--- src/rtl/regfile_wb_arbiter_if.sv ---
// Writeback request/ready handshakes for two sources plus the register-file write port and status.
// master = writeback sources / register file / control side; slave = the arbiter.
interface regfile_wb_arbiter_if #(
  parameter int DATA_W = 32,
  parameter int ADDR_W = 5
);
  logic              req0_valid;
  logic [ADDR_W-1:0] req0_addr;
  logic [DATA_W-1:0] req0_data;
  logic              req0_ready;
  logic              req1_valid;
  logic [ADDR_W-1:0] req1_addr;
  logic [DATA_W-1:0] req1_data;
  logic              req1_ready;
  logic              reg_write;
  logic [ADDR_W-1:0] rd_addr;
  logic [DATA_W-1:0] rd_data;
  logic [(2**ADDR_W)-1:0] pending;
  logic              idle;

  modport master (
    output req0_valid, req0_addr, req0_data, req1_valid, req1_addr, req1_data,
    input  req0_ready, req1_ready, reg_write, rd_addr, rd_data, pending, idle
  );

  modport slave (
    input  req0_valid, req0_addr, req0_data, req1_valid, req1_addr, req1_data,
    output req0_ready, req1_ready, reg_write, rd_addr, rd_data, pending, idle
  );
endinterface

--- src/rtl/regfile_wb_arbiter.sv ---
// Two-source round-robin arbiter for the register-file write port; one write per cycle,
// 2-edge latency from acceptance to commit; ready drops only when that source's FIFO is full.
module regfile_wb_arbiter #(
  parameter int DATA_W = 32,
  parameter int ADDR_W = 5,
  parameter int DEPTH  = 2
) (
  input logic              clk_i,
  input logic              rst_i,
  regfile_wb_arbiter_if.slave bus
);
  localparam int PW   = $clog2(DEPTH);
  localparam int CW   = PW + 1;
  localparam int NREG = 2 ** ADDR_W;

  logic [ADDR_W-1:0] q_addr [2][DEPTH];
  logic [DATA_W-1:0] q_data [2][DEPTH];
  logic [PW-1:0]     wr_ptr [2];
  logic [PW-1:0]     rd_ptr [2];
  logic [PW-1:0]     rdp_nxt [2];
  logic [CW-1:0]     cnt [2];
  logic [CW-1:0]     cnt_nxt [2];
  logic [ADDR_W-1:0] in_addr [2];
  logic [DATA_W-1:0] in_data [2];
  logic [1:0]        in_vld, rdy, push, pop, nonempty;
  logic              grant, grant_vld, last_grant;
  logic [ADDR_W-1:0] head_addr;
  logic [DATA_W-1:0] head_data;
  logic [NREG-1:0]   pending_nxt;

  assign in_vld     = {bus.req1_valid, bus.req0_valid};
  assign in_addr[0] = bus.req0_addr;
  assign in_addr[1] = bus.req1_addr;
  assign in_data[0] = bus.req0_data;
  assign in_data[1] = bus.req1_data;
  assign bus.req0_ready = rdy[0];
  assign bus.req1_ready = rdy[1];
  assign bus.idle = (cnt[0] == '0) && (cnt[1] == '0) && !bus.reg_write;

  // Writes to register 0 complete the handshake but are dropped here.
  always_comb begin
    rdy      = '0;
    nonempty = '0;
    push     = '0;
    for (int n = 0; n < 2; n++) begin
      rdy[n]      = (cnt[n] != CW'(DEPTH));
      nonempty[n] = (cnt[n] != '0);
      push[n]     = in_vld[n] & rdy[n] & (in_addr[n] != '0);
    end
  end

  always_comb begin
    grant_vld = |nonempty;
    grant     = 1'b0;
    if (nonempty == 2'b10)
      grant = 1'b1;
    else if (nonempty == 2'b11)
      grant = ~last_grant;
    pop = '0;
    if (grant_vld)
      pop[grant] = 1'b1;
    head_addr = q_addr[grant][rd_ptr[grant]];
    head_data = q_data[grant][rd_ptr[grant]];
    for (int n = 0; n < 2; n++) begin
      cnt_nxt[n] = cnt[n] + CW'(push[n]) - CW'(pop[n]);
      rdp_nxt[n] = rd_ptr[n] + PW'(pop[n]);
    end
  end

  // Bitmap reflects post-edge contents: every occupied slot plus the write stage.
  always_comb begin
    pending_nxt = '0;
    for (int n = 0; n < 2; n++) begin
      for (int i = 0; i < DEPTH; i++) begin
        if ({1'b0, PW'(PW'(i) - rdp_nxt[n])} < cnt_nxt[n]) begin
          if (push[n] && (wr_ptr[n] == PW'(i)))
            pending_nxt[in_addr[n]] = 1'b1;
          else
            pending_nxt[q_addr[n][i]] = 1'b1;
        end
      end
    end
    if (grant_vld)
      pending_nxt[head_addr] = 1'b1;
  end

  always_ff @(posedge clk_i) begin
    for (int n = 0; n < 2; n++) begin
      if (push[n]) begin
        q_addr[n][wr_ptr[n]] <= in_addr[n];
        q_data[n][wr_ptr[n]] <= in_data[n];
      end
    end
  end

  always_ff @(posedge clk_i or posedge rst_i) begin
    if (rst_i) begin
      for (int n = 0; n < 2; n++) begin
        wr_ptr[n] <= '0;
        rd_ptr[n] <= '0;
        cnt[n]    <= '0;
      end
      last_grant    <= 1'b1;
      bus.reg_write <= 1'b0;
      bus.rd_addr   <= '0;
      bus.rd_data   <= '0;
      bus.pending   <= '0;
    end else begin
      for (int n = 0; n < 2; n++) begin
        if (push[n])
          wr_ptr[n] <= wr_ptr[n] + PW'(1);
        rd_ptr[n] <= rdp_nxt[n];
        cnt[n]    <= cnt_nxt[n];
      end
      bus.reg_write <= grant_vld;
      if (grant_vld) begin
        last_grant  <= grant;
        bus.rd_addr <= head_addr;
        bus.rd_data <= head_data;
      end
      bus.pending <= pending_nxt;
    end
  end
endmodule

--- src/flat_wrapper.sv ---
// flat-port wrapper written by rule: the top's interface ports become plain ports
module regfile_wb_arbiter_flat 
#(
  parameter int DATA_W = 32,
  parameter int ADDR_W = 5,
  parameter int DEPTH  = 2
)
  (clk_i, rst_i, bus_req0_valid, bus_req0_addr, bus_req0_data, bus_req1_valid, bus_req1_addr, bus_req1_data, bus_req0_ready, bus_req1_ready, bus_reg_write, bus_rd_addr, bus_rd_data, bus_pending, bus_idle);
  regfile_wb_arbiter_if #(.DATA_W(DATA_W), .ADDR_W(ADDR_W)) bus_i ();
  input logic clk_i;
  input logic rst_i;
  input wire logic [$bits(bus_i.req0_valid)-1:0] bus_req0_valid;
  input wire logic [$bits(bus_i.req0_addr)-1:0] bus_req0_addr;
  input wire logic [$bits(bus_i.req0_data)-1:0] bus_req0_data;
  input wire logic [$bits(bus_i.req1_valid)-1:0] bus_req1_valid;
  input wire logic [$bits(bus_i.req1_addr)-1:0] bus_req1_addr;
  input wire logic [$bits(bus_i.req1_data)-1:0] bus_req1_data;
  output wire logic [$bits(bus_i.req0_ready)-1:0] bus_req0_ready;
  output wire logic [$bits(bus_i.req1_ready)-1:0] bus_req1_ready;
  output wire logic [$bits(bus_i.reg_write)-1:0] bus_reg_write;
  output wire logic [$bits(bus_i.rd_addr)-1:0] bus_rd_addr;
  output wire logic [$bits(bus_i.rd_data)-1:0] bus_rd_data;
  output wire logic [$bits(bus_i.pending)-1:0] bus_pending;
  output wire logic [$bits(bus_i.idle)-1:0] bus_idle;
  assign bus_i.req0_valid = bus_req0_valid;
  assign bus_i.req0_addr = bus_req0_addr;
  assign bus_i.req0_data = bus_req0_data;
  assign bus_i.req1_valid = bus_req1_valid;
  assign bus_i.req1_addr = bus_req1_addr;
  assign bus_i.req1_data = bus_req1_data;
  assign bus_req0_ready = bus_i.req0_ready;
  assign bus_req1_ready = bus_i.req1_ready;
  assign bus_reg_write = bus_i.reg_write;
  assign bus_rd_addr = bus_i.rd_addr;
  assign bus_rd_data = bus_i.rd_data;
  assign bus_pending = bus_i.pending;
  assign bus_idle = bus_i.idle;
  regfile_wb_arbiter #(.DATA_W(DATA_W), .ADDR_W(ADDR_W), .DEPTH(DEPTH)) u_core (.clk_i(clk_i), .rst_i(rst_i), .bus(bus_i));
endmodule
--- config.mk ---
export PLATFORM = sky130hd
export DESIGN_NAME = regfile_wb_arbiter_flat
export DESIGN_NICKNAME = d
export VERILOG_FILES = /design/src/rtl/regfile_wb_arbiter_if.sv /design/src/rtl/regfile_wb_arbiter.sv /design/src/flat_wrapper.sv
export SDC_FILE = /design/constraint.sdc
export NUM_CORES = 1
export LEC_CHECK = 0
export BUFFER_PORTS_ARGS = -buffer_cell sky130_fd_sc_hd__buf_4
export CAP_MARGIN = 20
export CORE_MARGIN = 1
export CORE_UTILIZATION = 58
export DETAILED_ROUTE_END_ITERATION = 10
export GPL_ROUTABILITY_DRIVEN = 1
export PLACE_DENSITY = 0.8
export SLEW_MARGIN = 20
export SYNTH_ARGS = -nofsm -noshare
export SYNTH_HDL_FRONTEND = slang
export SYNTH_SLANG_ARGS = --single-unit
--- constraint.sdc ---
create_clock -name clk_i -period 3 [get_ports clk_i]
set_input_delay 0.3 -clock clk_i [delete_from_list [all_inputs] [get_ports clk_i]]
set_output_delay 0.3 -clock clk_i [all_outputs]
set_load 0.005 [all_outputs]
After elaboration in Yosys (flattened, before gate mapping)
Memories as Yosys holds them, arrays and structs flattened.
Cells that the tools add are included.
W data, S select, Z words.

operators by class
  magnitude comparators = 26
  reduce and logical (&&, ||, !) cells = 24
  equal/unequal tests = 4
  div/mod/pow operators = 0
  bitwise gates (word level) = 18
  shift-type cells = 0
  $add $sub $neg = 12
  multiply operators = 0
  muxes and demuxes = 51

operators by type and width
  cell                   number
  $mux W32               14
  $or A32 B32 Y32        7
  $mux W64               2
  $demux W32 S1          2
  $lt A5 B6 Y1 const B   7
  $demux W1 S5           7
  $ge A5 B1 Y1 const B   7
  $mux W5                5
  $mux W10               2
  $logic_and A1 B1 Y1    16
  $mux W1                15
  $demux W5 S1           2
  $reduce_bool A5 Y1     2
  $ge A2 B2 Y1 const B   4
  $lt A1 B2 Y1           4
  $not A1 Y2             4
  $add A2 B1 Y2          2
  $and A1 B1 Y1          4
  $eq A2 B2 Y1 const B   2
  $logic_not A2 Y1       2
  $lt A2 B1 Y1 const B   2
  $ne A2 B2 Y1 const B   2
  $reduce_bool A2 Y1     2
  $sub A1 B1 Y1 const A  4
  10 further kinds       15

word-level totals
  RAM bits = 148
  input port bits = 78
  output and inout bits = 73
  register bits = 79
  logic and storage cells = 148
  bits in read-only memories = 0
  latch bits = 0
  memories kept = 2

memory list
  name           words  width  rd ports  clocked after memory_dff  wr ports  RTL line                  RTL
  u_core.q_data  2      64     1         0                         2         regfile_wb_arbiter.sv:17  logic [DATA_W-1:0] q_data [2][DEPTH];
  u_core.q_addr  2      10     3         0                         2         regfile_wb_arbiter.sv:16  logic [ADDR_W-1:0] q_addr [2][DEPTH];

Logic depth before layout (Yosys ltp)
Gate-level depths: netlist of run 1.

  depth in word-level cells = 24
  depth in mapped cells = 14
  mapped depth without buffers = 11

Worst setup path after synthesis of run 1
OpenSTA, ideal clock, no wires.

  kind = reg2reg
  start point = reg u_core.cnt[1] in the netlist's numbering
  end point = reg u_core.bus.pending[31]
  path slack = 272 ps
  data arrival time = 2,637 ps
  clock period less this slack = 2,728 ps
  required time = 2,909 ps
  path buffers = 3
  cell stages (with the launch flop) = 15
  library setup time = 91 ps
  cell sequence = dfrtp_1 -> or2_1 -> buf_2 -> nand2_2 -> inv_2 -> buf_2 -> ha_1 -> inv_1 -> ha_1 -> xnor2_1 -> xnor2_1 -> o21bai_1 -> clkbuf_1 -> o21ai_0 -> o2111ai_1

RTL lines
  element                           RTL line                     RTL
  start: declaration                regfile_wb_arbiter.sv:21     logic [CW-1:0] cnt [2];
  start signal: indexed assignment  regfile_wb_arbiter.sv:113    cnt[n] <= cnt_nxt[n];
  end signal: assignment            regfile_wb_arbiter.sv:121    bus.pending <= pending_nxt;
  end: declaration                  regfile_wb_arbiter_if.sv:28  output req0_ready, req1_ready, reg_write, rd_addr, rd_data, pending, idle

==> results.yml, run 1 <==
run_status:
  run_status: "finished, final reports clean"
clocking:
  cts_buffer_depth: 3
  clock-root-buffer: "clkbuf_16"
  clkSinkCount: 227
  tritoncts: "built"
  cts_resized: 0
  numCtsBuffers: 25
  clkLatencyLatePin_ns: 0.52
  path_clk_slew_ns: 0.06
  htree_levels: 1
placed_design:
  preCtsSetupSlack_ns: 0.2667
  portBuffers: 150
  hpwl_microns: 26930
  place_area_sq_mm: 0.01361
  globalplace.congestion: 0.9724
worst_setup_path:
  reg2reg_setup_slack_ns: 0.17
  crit_type: "flip-flop to flip-flop"
  crit_top_cell: "xnor2_1"
  crit_family: "compound AO/OA/AOI/OAI gates"
  worstSetupStartpoint: "u_core.cnt[2]$_DFF_PP0_"
  crit_path_top_delay_cell: "dfrtp_1"
  cp_num_buf_inv: 1
  r2r_start: "u_core.cnt[2]$_DFF_PP0_"
  cp.required_ns: 3.41
  cp.depth: 10
  end_kind: "flip-flop"
  slowest_delay_ns: 0.48
  r2r_end: "u_core.bus.pending[19]$_DFF_PP0_"
  reg2reg_depth: 10
  cp_cell_sequence: "nand2b_1 > nand2_1 > a21oi_1 > ha_1 > xnor2_1 > xnor2_1 > o21bai_2 > buf_4 > a22oi_1 > o2111ai_1"
  cp_max_fo: 32
  cp-start-kind: "flip-flop"
  critPathArrivalTime_ns: 3.24
global_route:
  antenna_found_initial: 1
  grt_pass1_vias: 10514
  grt_max_degree: 79
  globalRouteTotalUtil: 0.3824
  grt_pass1_wl_microns: 62510
  grt_overflow: 0
synth:
  netlist_instances: 1185
  ys_seq_area_frac: 0.5235
  ys_ff_latch: 227
  ys.flop_type: "edfxtp_1"
  postSynthNetCount: 1267
  async_flop_share: 0.3480
  synth_edf_count: 148
  ys_warn_count: 0
  avgSynthCellArea_sq_um: 10.35
  netlist_area_sq_mm: 0.01227
  ys_types: 65
cells_and_area:
  final.fill_count: 1398
  syn_to_final_growth_pct: 23.00
  drive_above_1_share: 0.2160
  final_common_cell: "buf_4"
  layout.nets: 1448
  multi_input_area_sq_mm: 0.005361
  layout_common_cells: "buf_4, nand2_1, edfxtp_1, o21ai_0, mux2i_1"
  seq_area_sq_mm: 0.006425
  diodes: 0
  final_area_sq_mm: 0.01509
route:
  drt_wl_total_microns: 41940
  routed_via_density: 6.536
  remaining_drc_errors: 0
  wire_per_inst_microns: 25.36
  vias: 10810
  dr.pass1.iters: 7
  drt_iter0_markers: 1523
  ant_nets: 0
sta:
  min_period_ns: 2.827
  fin_ws_ns: 0.1729
  rsz0062_at_grt: "false"
  setup_tns_ns: 0
  max-slew-margin-rel: 0.3615
  slew_viol_final: 0
  finalSetupViolCount: 0
  hold_viol: 0
  fin_crit_sh: 0.9424
  fmax_mhz: 353.7
  worstMarginPinSlew_ns: 0.9557
  fin_skew_ns: 0.01450
worst_hold_path:
  hold_path_depth: 1
  min_path_type: "input port to flip-flop"
  holdPathEnd: "u_core.q_addr[1][6]$_DFFE_PP_"
  hold_start: "bus_req1_addr[1]"
die:
  die_w_microns: 147.4
  num_rows: 52
  die_y_microns: 147.4
  ios: 151
  coreArea_sq_mm: 0.02049
  die_area_sq_mm: 0.02174
  initial_core_util: 0.5987
pwr:
  finalPower_mw: 15.49
  power.density_mw_per_mm2: 1027
  p_leak_nw: 5.920
  ir_drop_mv: 0.9000
run:
  cap_viol_max_count: 0
==> synth_stat cells (13+ instances only) <==
library cell	count	area, sq um
clkbuf_1	45	168.9
o21ai_0	130	650.6
nor2_1	83	311.6
nand2b_1	21	131.4
nor3b_1	19	142.6
nand3_1	16	80.08
nor4_1	19	118.9
mux2i_1	88	880.8
inv_1	13	48.80
o2111ai_1	27	236.5
edfxtp_1	148	4444
a22oi_1	32	240.2
nor3_1	41	205.2
dfrtp_1	78	1952
and3_1	16	100.1
mux2_2	43	484.2
buf_2	30	150.1
nand2_1	170	638.1
==> timing repair <==
action,in CTS,in global routing
setup endpoints to repair,0,0
hold buffers,64,1
setup buffers,0,0
endpoints found under the hold margin,128,26
==> area by class of cell <==
| cell class | count | share of cell area |
|---|---|---|
| Sequential cell | 227 | 0.4258 |
| Multi-Input combinational cell | 848 | 0.3553 |
| Timing Repair Buffer | 247 | 0.1370 |
| Clock buffer | 28 | 0.04353 |
| Tap cell | 270 | 0.02239 |
| Clock inverter | 17 | 0.01152 |
| Inverter | 17 | 0.004560 |
==> layer usage <==
layer	wire (microns)	global-route usage	vias up
met5	0	0	-
met3	4309	0.06543	139
li1	-	-	4734
met4	2015	0.1536	0
met1	15660	0.5124	5223
met2	19960	0.6217	714
==> worst max path at each step <==
stage                                             endpoint  slack (ns)
after floorplan           u_core.bus.pending[31]$_DFF_PP0_        0.27
after global placement     u_core.bus.pending[0]$_DFF_PP0_        0.39
after detailed placement  u_core.bus.pending[29]$_DFF_PP0_        0.27
after CTS                  u_core.bus.pending[2]$_DFF_PP0_        0.25
after global routing      u_core.bus.pending[15]$_DFF_PP0_        0.05
final                     u_core.bus.pending[19]$_DFF_PP0_        0.17
==> metrics by stage <==
| step | utilization | hold slack (ns) | std cells |
|---|---|---|---|
| finish | 0.7363 | 0.02272 | 1654 |
| CTS | 0.7358 | 0.005276 | 1653 |
| global route | 0.7363 | 0.01923 | 1654 |
| detailed placement | 0.6640 | 0.4712 | 1544 |
| global placement | 0.6640 | 0.4633 | 1544 |
| floorplan | - | 0.3989 | 1185 |
==> cell families (layout without fill, tap and decap cells) <==
kind of cell / after synthesis / in the layout / synth area share
compound gates: 250 / 250 / 0.1321
xor+xnor: 6 / 6 / 0.004283
fa+ha+maj: 4 / 4 / 0.004079
buf+inv: 110 / 309 / 0.04028
flops: 227 / 227 / 0.5235
mux: 131 / 131 / 0.1113
simple gates: 457 / 457 / 0.1846
==> report_power, final <==
| part | switching, mW | internal [mW] |
|---|---|---|
| clock | 1.29 | 1.84 |
| sequential | 0.665 | 4.36 |
| combinational | 4.68 | 2.66 |
==> sequential cells by signal, summed over array words and instances, names as in the netlist <==
signal,count
u_core.q_data,128
u_core.bus.pending,32
u_core.bus.rd_data,32
u_core.q_addr,20
u_core.bus.rd_addr,5
u_core.cnt,4
u_core.rd_ptr,2
u_core.wr_ptr,2
u_core.bus.reg_write,1
u_core.last_grant,1
==> worst reg2reg max path, stage by stage (launching register included) <==
cell       delay [ns]
dfrtp_1          0.48
nand2b_1         0.26
nand2_1          0.08
a21oi_1          0.35
ha_1             0.24
xnor2_1          0.08
xnor2_1          0.32
o21bai_2         0.19
buf_4            0.39
a22oi_1          0.18
o2111ai_1        0.14
No activity file was read; power rests on OpenSTA's default activity.
==> run 2: changes to the inputs <==
ABC_AREA = 1   (was unset)
PLACE_DENSITY = unset   (was 0.8)
PLACE_DENSITY_LB_ADDON = 0.15   (was unset)
REMOVE_ABC_BUFFERS = 1   (was unset)
==> results.yml, run 2 <==
worst_setup_path:
  reg2reg_depth: 14
  crit_family: "simple AND/OR/NAND/NOR gates"
  cp_num_buf_inv: 3
  cp_max_fo: 32
  slowest_delay_ns: 0.54
  cp.required_ns: 3.40
  end_kind: "flip-flop"
  critPathArrivalTime_ns: 3.05
  crit_top_cell: "nand2_1"
  crit_type: "flip-flop to flip-flop"
  crit_path_top_delay_cell: "dfstp_2"
  cp_cell_sequence: "inv_1 > nor2_1 > nor2_4 > ha_1 > inv_1 > ha_1 > xor2_1 > xor2_1 > nand2_1 > buf_4 > nand2_1 > nand3_1 > nor2_1 > nand2_1"
  cp.depth: 14
  cp-start-kind: "flip-flop"
cells_and_area:
  diodes: 0
  final.fill_count: 1602
  layout.nets: 1913
  largest_reg_flops: 128
  seq_area_sq_mm: 0.006422
  layout_common_cells: "nand2_1, nor2_1, buf_4, nand3_1, edfxtp_1"
  final_common_cell: "nand2_1"
  final_area_sq_mm: 0.01532
  syn_to_final_growth_pct: 23.52
  drive_above_1_share: 0.1368
  multi_input_area_sq_mm: 0.005401
global_route:
  antenna_found_initial: 0
  grt_max_degree: 65
  grt_pass1_wl_microns: 66090
  globalRouteTotalUtil: 0.4012
  grt_pass1_vias: 12007
  grt_overflow: 0
synth:
  synth_common_cells: "nand2_1, nor2_1, nand3_1"
  ys_warn_count: 0
  async_flop_share: 0.3480
  ys_seq_area_frac: 0.5180
  ys_ff_latch: 227
  synth_edf_count: 148
  synth_top_area_share: 0.3584
  ys_types: 28
  netlist_area_sq_mm: 0.01240
  yosys.area.top_type: "edfxtp_1"
  synth_most_common_cell: "nand2_1"
  netlist_instances: 1636
  ys.flop_type: "edfxtp_1"
  synth_area_leaders: "edfxtp_1, nand2_1, dfrtp_1, nand3_1, nor2_1"
  avgSynthCellArea_sq_um: 7.579
die:
  die_y_microns: 148.2
  coreArea_sq_mm: 0.02102
  num_rows: 53
  die_area_sq_mm: 0.02197
  initial_core_util: 0.5898
  ios: 151
  die_w_microns: 148.2
route:
  vias: 12480
  remaining_drc_errors: 0
  drt_wl_total_microns: 43760
  ant_nets: 0
  routed_via_density: 5.876
  drt_iter0_markers: 1417
  wire_per_inst_microns: 20.60
  dr.pass1.iters: 5
sta:
  hold_viol: 0
  fin_ws_ns: 0.3459
  fmax_mhz: 376.8
  fin_crit_sh: 0.8847
  rsz0062_at_grt: "false"
  slew_viol_final: 0
  worstMarginPinSlew_ns: 0.9744
  fin_skew_ns: 0.01491
  min_period_ns: 2.654
  finalSetupViolCount: 0
  max-slew-margin-rel: 0.3480
run_status:
  run_status: "finished, final reports clean"
pwr:
  p_leak_nw: 6.877
  finalPower_mw: 17.23
  power.density_mw_per_mm2: 1125
  ir_drop_mv: 0.8410
clocking:
  tritoncts: "built"
  clkLatencyLatePin_ns: 0.52
  numCtsBuffers: 24
  cts_resized: 0
  path_clk_slew_ns: 0.06
  cts_buffer_depth: 3
  clkSinkCount: 227
  clock-root-buffer: "clkbuf_16"
  htree_levels: 1
placed_design:
  hpwl_microns: 28000
  globalplace.congestion: 0.9966
  portBuffers: 150
  place_area_sq_mm: 0.01385
  preCtsSetupSlack_ns: 0.3654
worst_hold_path:
  min_path_type: "input port to flip-flop"
  hold_path_depth: 1
run:
  cap_viol_max_count: 0
run 2: cell count changes in the layout (fill, tap and decap cells not counted), sizes merged, moves of 32 or more:
cell and change:
a22oi -32, inv +46, mux2 -43, mux2i -88, nand2 +510, nand3 +159
nand4 +51, nor2 +160, nor3 -36, o21ai -58
run 2: worst reg2reg max path, cell delays in order, from the launching register on:
cell and delay [ns]:
dfstp_2 0.54, inv_1 0.06, nor2_1 0.22, nor2_4 0.05, ha_1 0.27, inv_1 0.04, ha_1 0.19, xor2_1 0.17
xor2_1 0.28, nand2_1 0.08, buf_4 0.27, nand2_1 0.14, nand3_1 0.08, nor2_1 0.09, nand2_1 0.06
run 2: routing by layer:
layer	vias to the layer above	track usage	wire length (microns)
met5	-	0	0
met4	0	0.1521	1475
met3	123	0.08957	5266
met2	855	0.6481	20230
met1	5752	0.5295	16800
li1	5750	-	-
run 2: path summary, 6_finish.rpt:
check                                                   startpoint                                  to  slack [ns]
worst min-delay path                              bus_req1_addr[2]       u_core.q_addr[1][7]$_DFFE_PP_        0.01
worst min register to register  u_core.bus.rd_data[21]$_DFFE_PP0N_  u_core.bus.rd_data[21]$_DFFE_PP0N_        0.48
worst max register to register       u_core.last_grant$_DFFE_PP1N_     u_core.bus.pending[7]$_DFF_PP0_        0.35
max in group asynchronous                                    rst_i      u_core.bus.reg_write$_DFF_PP0_        1.89
min in group asynchronous                                    rst_i    u_core.bus.pending[28]$_DFF_PP0_        0.39
worst max-delay path                 u_core.last_grant$_DFFE_PP1N_     u_core.bus.pending[7]$_DFF_PP0_        0.35
run 2: what timing repair did:
item                                    4_1_cts  5_1_grt
endpoints found under the hold margin       155        0
endpoints found under the setup margin        0        0
hold buffers                                 67        0
setup buffers                                 0        0
run 2: area by class of cell:
type                            count  share of cell area
Sequential cell                   227              0.4193
Multi-Input combinational cell   1262              0.3527
Timing Repair Buffer              252              0.1377
Clock buffer                       34             0.04501
Tap cell                          275             0.02247
Inverter                           64             0.01593
Clock inverter                     10            0.006862
run 2: kinds of logic (layout without fill, tap and decap cells):
group	Yosys count	after routing	synth area share
xor gates and xnor gates	4	4	0.002826
AOI/OAI and AO/OA	84	84	0.03491
buffers and inverters	147	360	0.04914
and+or+nand+nor	1170	1170	0.3911
adders and majority gates	4	4	0.004036
DFF	227	227	0.5180
run 2: stage by stage:
stage          setup TNS (ns)  utilization  std cells  hold WS [ns]
4_1_cts                     0       0.7286       2124      0.005157
5_1_grt                     0       0.7286       2124       0.01397
3_5_place_dp                0       0.6589       2013        0.3566
3_3_place_gp                0       0.6589       2013        0.3550
2_1_floorplan         -281.16            -       1553        0.3989
6_report                    0       0.7286       2124       0.01233
run 2: report_power, final:
group	total [mW]	leakage (nW)	switching, mW	internal [mW]
logic	9.37	4.15	6.74	2.63
registers	4.85	2.34	0.444	4.41
clock network	3.01	0.382	1.23	1.77
==> run 3: changes to the inputs <==
CTS_BUF_LIST = sky130_fd_sc_hd__clkbuf_4   (was unset)
==> results.yml, run 3 (same netlist as run 2, synthesis figures left out) <==
run_status:
  run_status: "finished, final reports clean"
route:
  drt_iter0_markers: 1552
  remaining_drc_errors: 0
  drt_wl_total_microns: 45530
  wire_per_inst_microns: 20.73
  routed_via_density: 5.799
  ant_nets: 0
  dr.pass1.iters: 6
  vias: 12741
cells_and_area:
  final_common_cell: "nand2_1"
  layout_common_cells: "nand2_1, nor2_1, buf_4, nand3_1, edfxtp_1"
  final_area_sq_mm: 0.01537
  drive_above_1_share: 0.1625
  layout.nets: 1954
  syn_to_final_growth_pct: 23.95
  largest_reg_flops: 128
  fin_cells: 2197
  final.fill_count: 1606
  utilization: 0.7311
sta:
  setup_tns_ns: 0
  hold_viol: 0
  fmax_mhz: 371.4
  max-slew-margin-rel: 0.3678
  whs_ns: 0.1699
  rsz0062_at_grt: "false"
  finalSetupViolCount: 0
  min_period_ns: 2.692
  worstMarginPinSlew_ns: 0.9448
  fin_skew_ns: 0.04274
  slew_viol_final: 0
  fin_crit_sh: 0.8975
global_route:
  grt_pass1_wl_microns: 68910
  grt_pass1_vias: 12434
  globalRouteTotalUtil: 0.4209
  grt_max_degree: 65
  antenna_found_initial: 2
  grt_overflow: 0
clocking:
  clock-root-buffer: "clkbuf_4"
  cts_setup_buffers: 0
  path_clk_slew_ns: 0.07
  cts_buffer_depth: 3
  numCtsBuffers: 57
  cts_resized: 0
  holdBufCountCts: 75
  clkLatencyLatePin_ns: 0.72
  clkSinkCount: 227
  tritoncts: "built"
  htree_levels: 2
die:
  die_w_microns: 148.2
  ios: 151
  die_area_sq_mm: 0.02197
  coreArea_sq_mm: 0.02102
  die_y_microns: 148.2
  initial_core_util: 0.5898
  num_rows: 53
pwr:
  p_leak_nw: 6.986
  power.density_mw_per_mm2: 1119
  ir_drop_mv: 0.8591
placed_design:
  globalplace.congestion: 0.9966
  portBuffers: 150
  dp_cells: 2013
  hpwl_microns: 28000
  place_area_sq_mm: 0.01385
worst_setup_path:
  cp_max_fo: 9
  critPathArrivalTime_ns: 2.39
  cp-start-kind: "flip-flop"
  end_kind: "output port"
  cp.required_ns: 2.70
  crit_type: "flip-flop to output port"
run:
  cap_viol_max_count: 0
worst_hold_path:
  min_path_type: "input port to flip-flop"
[run 3: per-stage QoR]
step	worst slack [ns]	power, mW
finish	0.3076	17.19
global route	0.1141	18.04
CTS	0.2719	16.64
detailed placement	0.3654	13.80
global placement	0.5008	13.54
floorplan	-2.584	9.966
[run 3: final timing paths]
| path | to | cells after the start | slack (ns) | startpoint |
|---|---|---|---|---|
| worst max-delay path | bus_idle | 5 | 0.31 | u_core.cnt[1]$_DFF_PP0_ |
| worst min-delay path | u_core.wr_ptr[1]$_DFFE_PP0N_ | 5 | 0.17 | bus_req0_valid |
| worst max register to register | u_core.bus.pending[24]$_DFF_PP0_ | 14 | 0.31 | u_core.last_grant$_DFFE_PP1N_ |
| worst min register to register | u_core.bus.rd_data[6]$_DFFE_PP0N_ | 2 | 0.49 | u_core.bus.rd_data[6]$_DFFE_PP0N_ |
| max in group asynchronous | u_core.bus.pending[13]$_DFF_PP0_ | 4 | 2.07 | rst_i |
| min in group asynchronous | u_core.bus.rd_data[7]$_DFFE_PP0N_ | 3 | 0.19 | rst_i |
[run 3: layout make-up]
cell class	instances	area [sq um]	share of cell area
timing repair buffer	260	2190	0.1425
antenna	2	5.005	0.0003257
clock inverter	24	138.9	0.009037
inverter	64	244.0	0.01588
sequential	227	6422	0.4179
tap	275	344.1	0.02239
clock buffer	83	623.1	0.04054
multi-input combinational	1262	5401	0.3515
[run 3: per-layer routing]
metal  wire length [microns]  share of wire  GRT usage
met5                       0              0          0
met4                    1700          0.037     0.1897
met3                    5843           0.13     0.1212
met2                   20870           0.46     0.6704
met1                   17120           0.38     0.5339
[run 3: worst max-delay path, stage by stage, from the launching register on]
cell and delay, ns:
dfrtp_1 0.44, nor2_1 0.33, nand2_1 0.38, buf_4 0.31, nor2_1 0.11, buf_4 0.12
[run 3: power breakdown]
group / total, mW / internal, mW / switching, mW / leakage (nW)
logic: 9.52 / 2.64 / 6.88 / 4.19
clock network: 2.80 / 1.38 / 1.42 / 0.458
registers: 4.88 / 4.41 / 0.469 / 2.34
total: 17.2 / 8.43 / 8.77 / 6.99
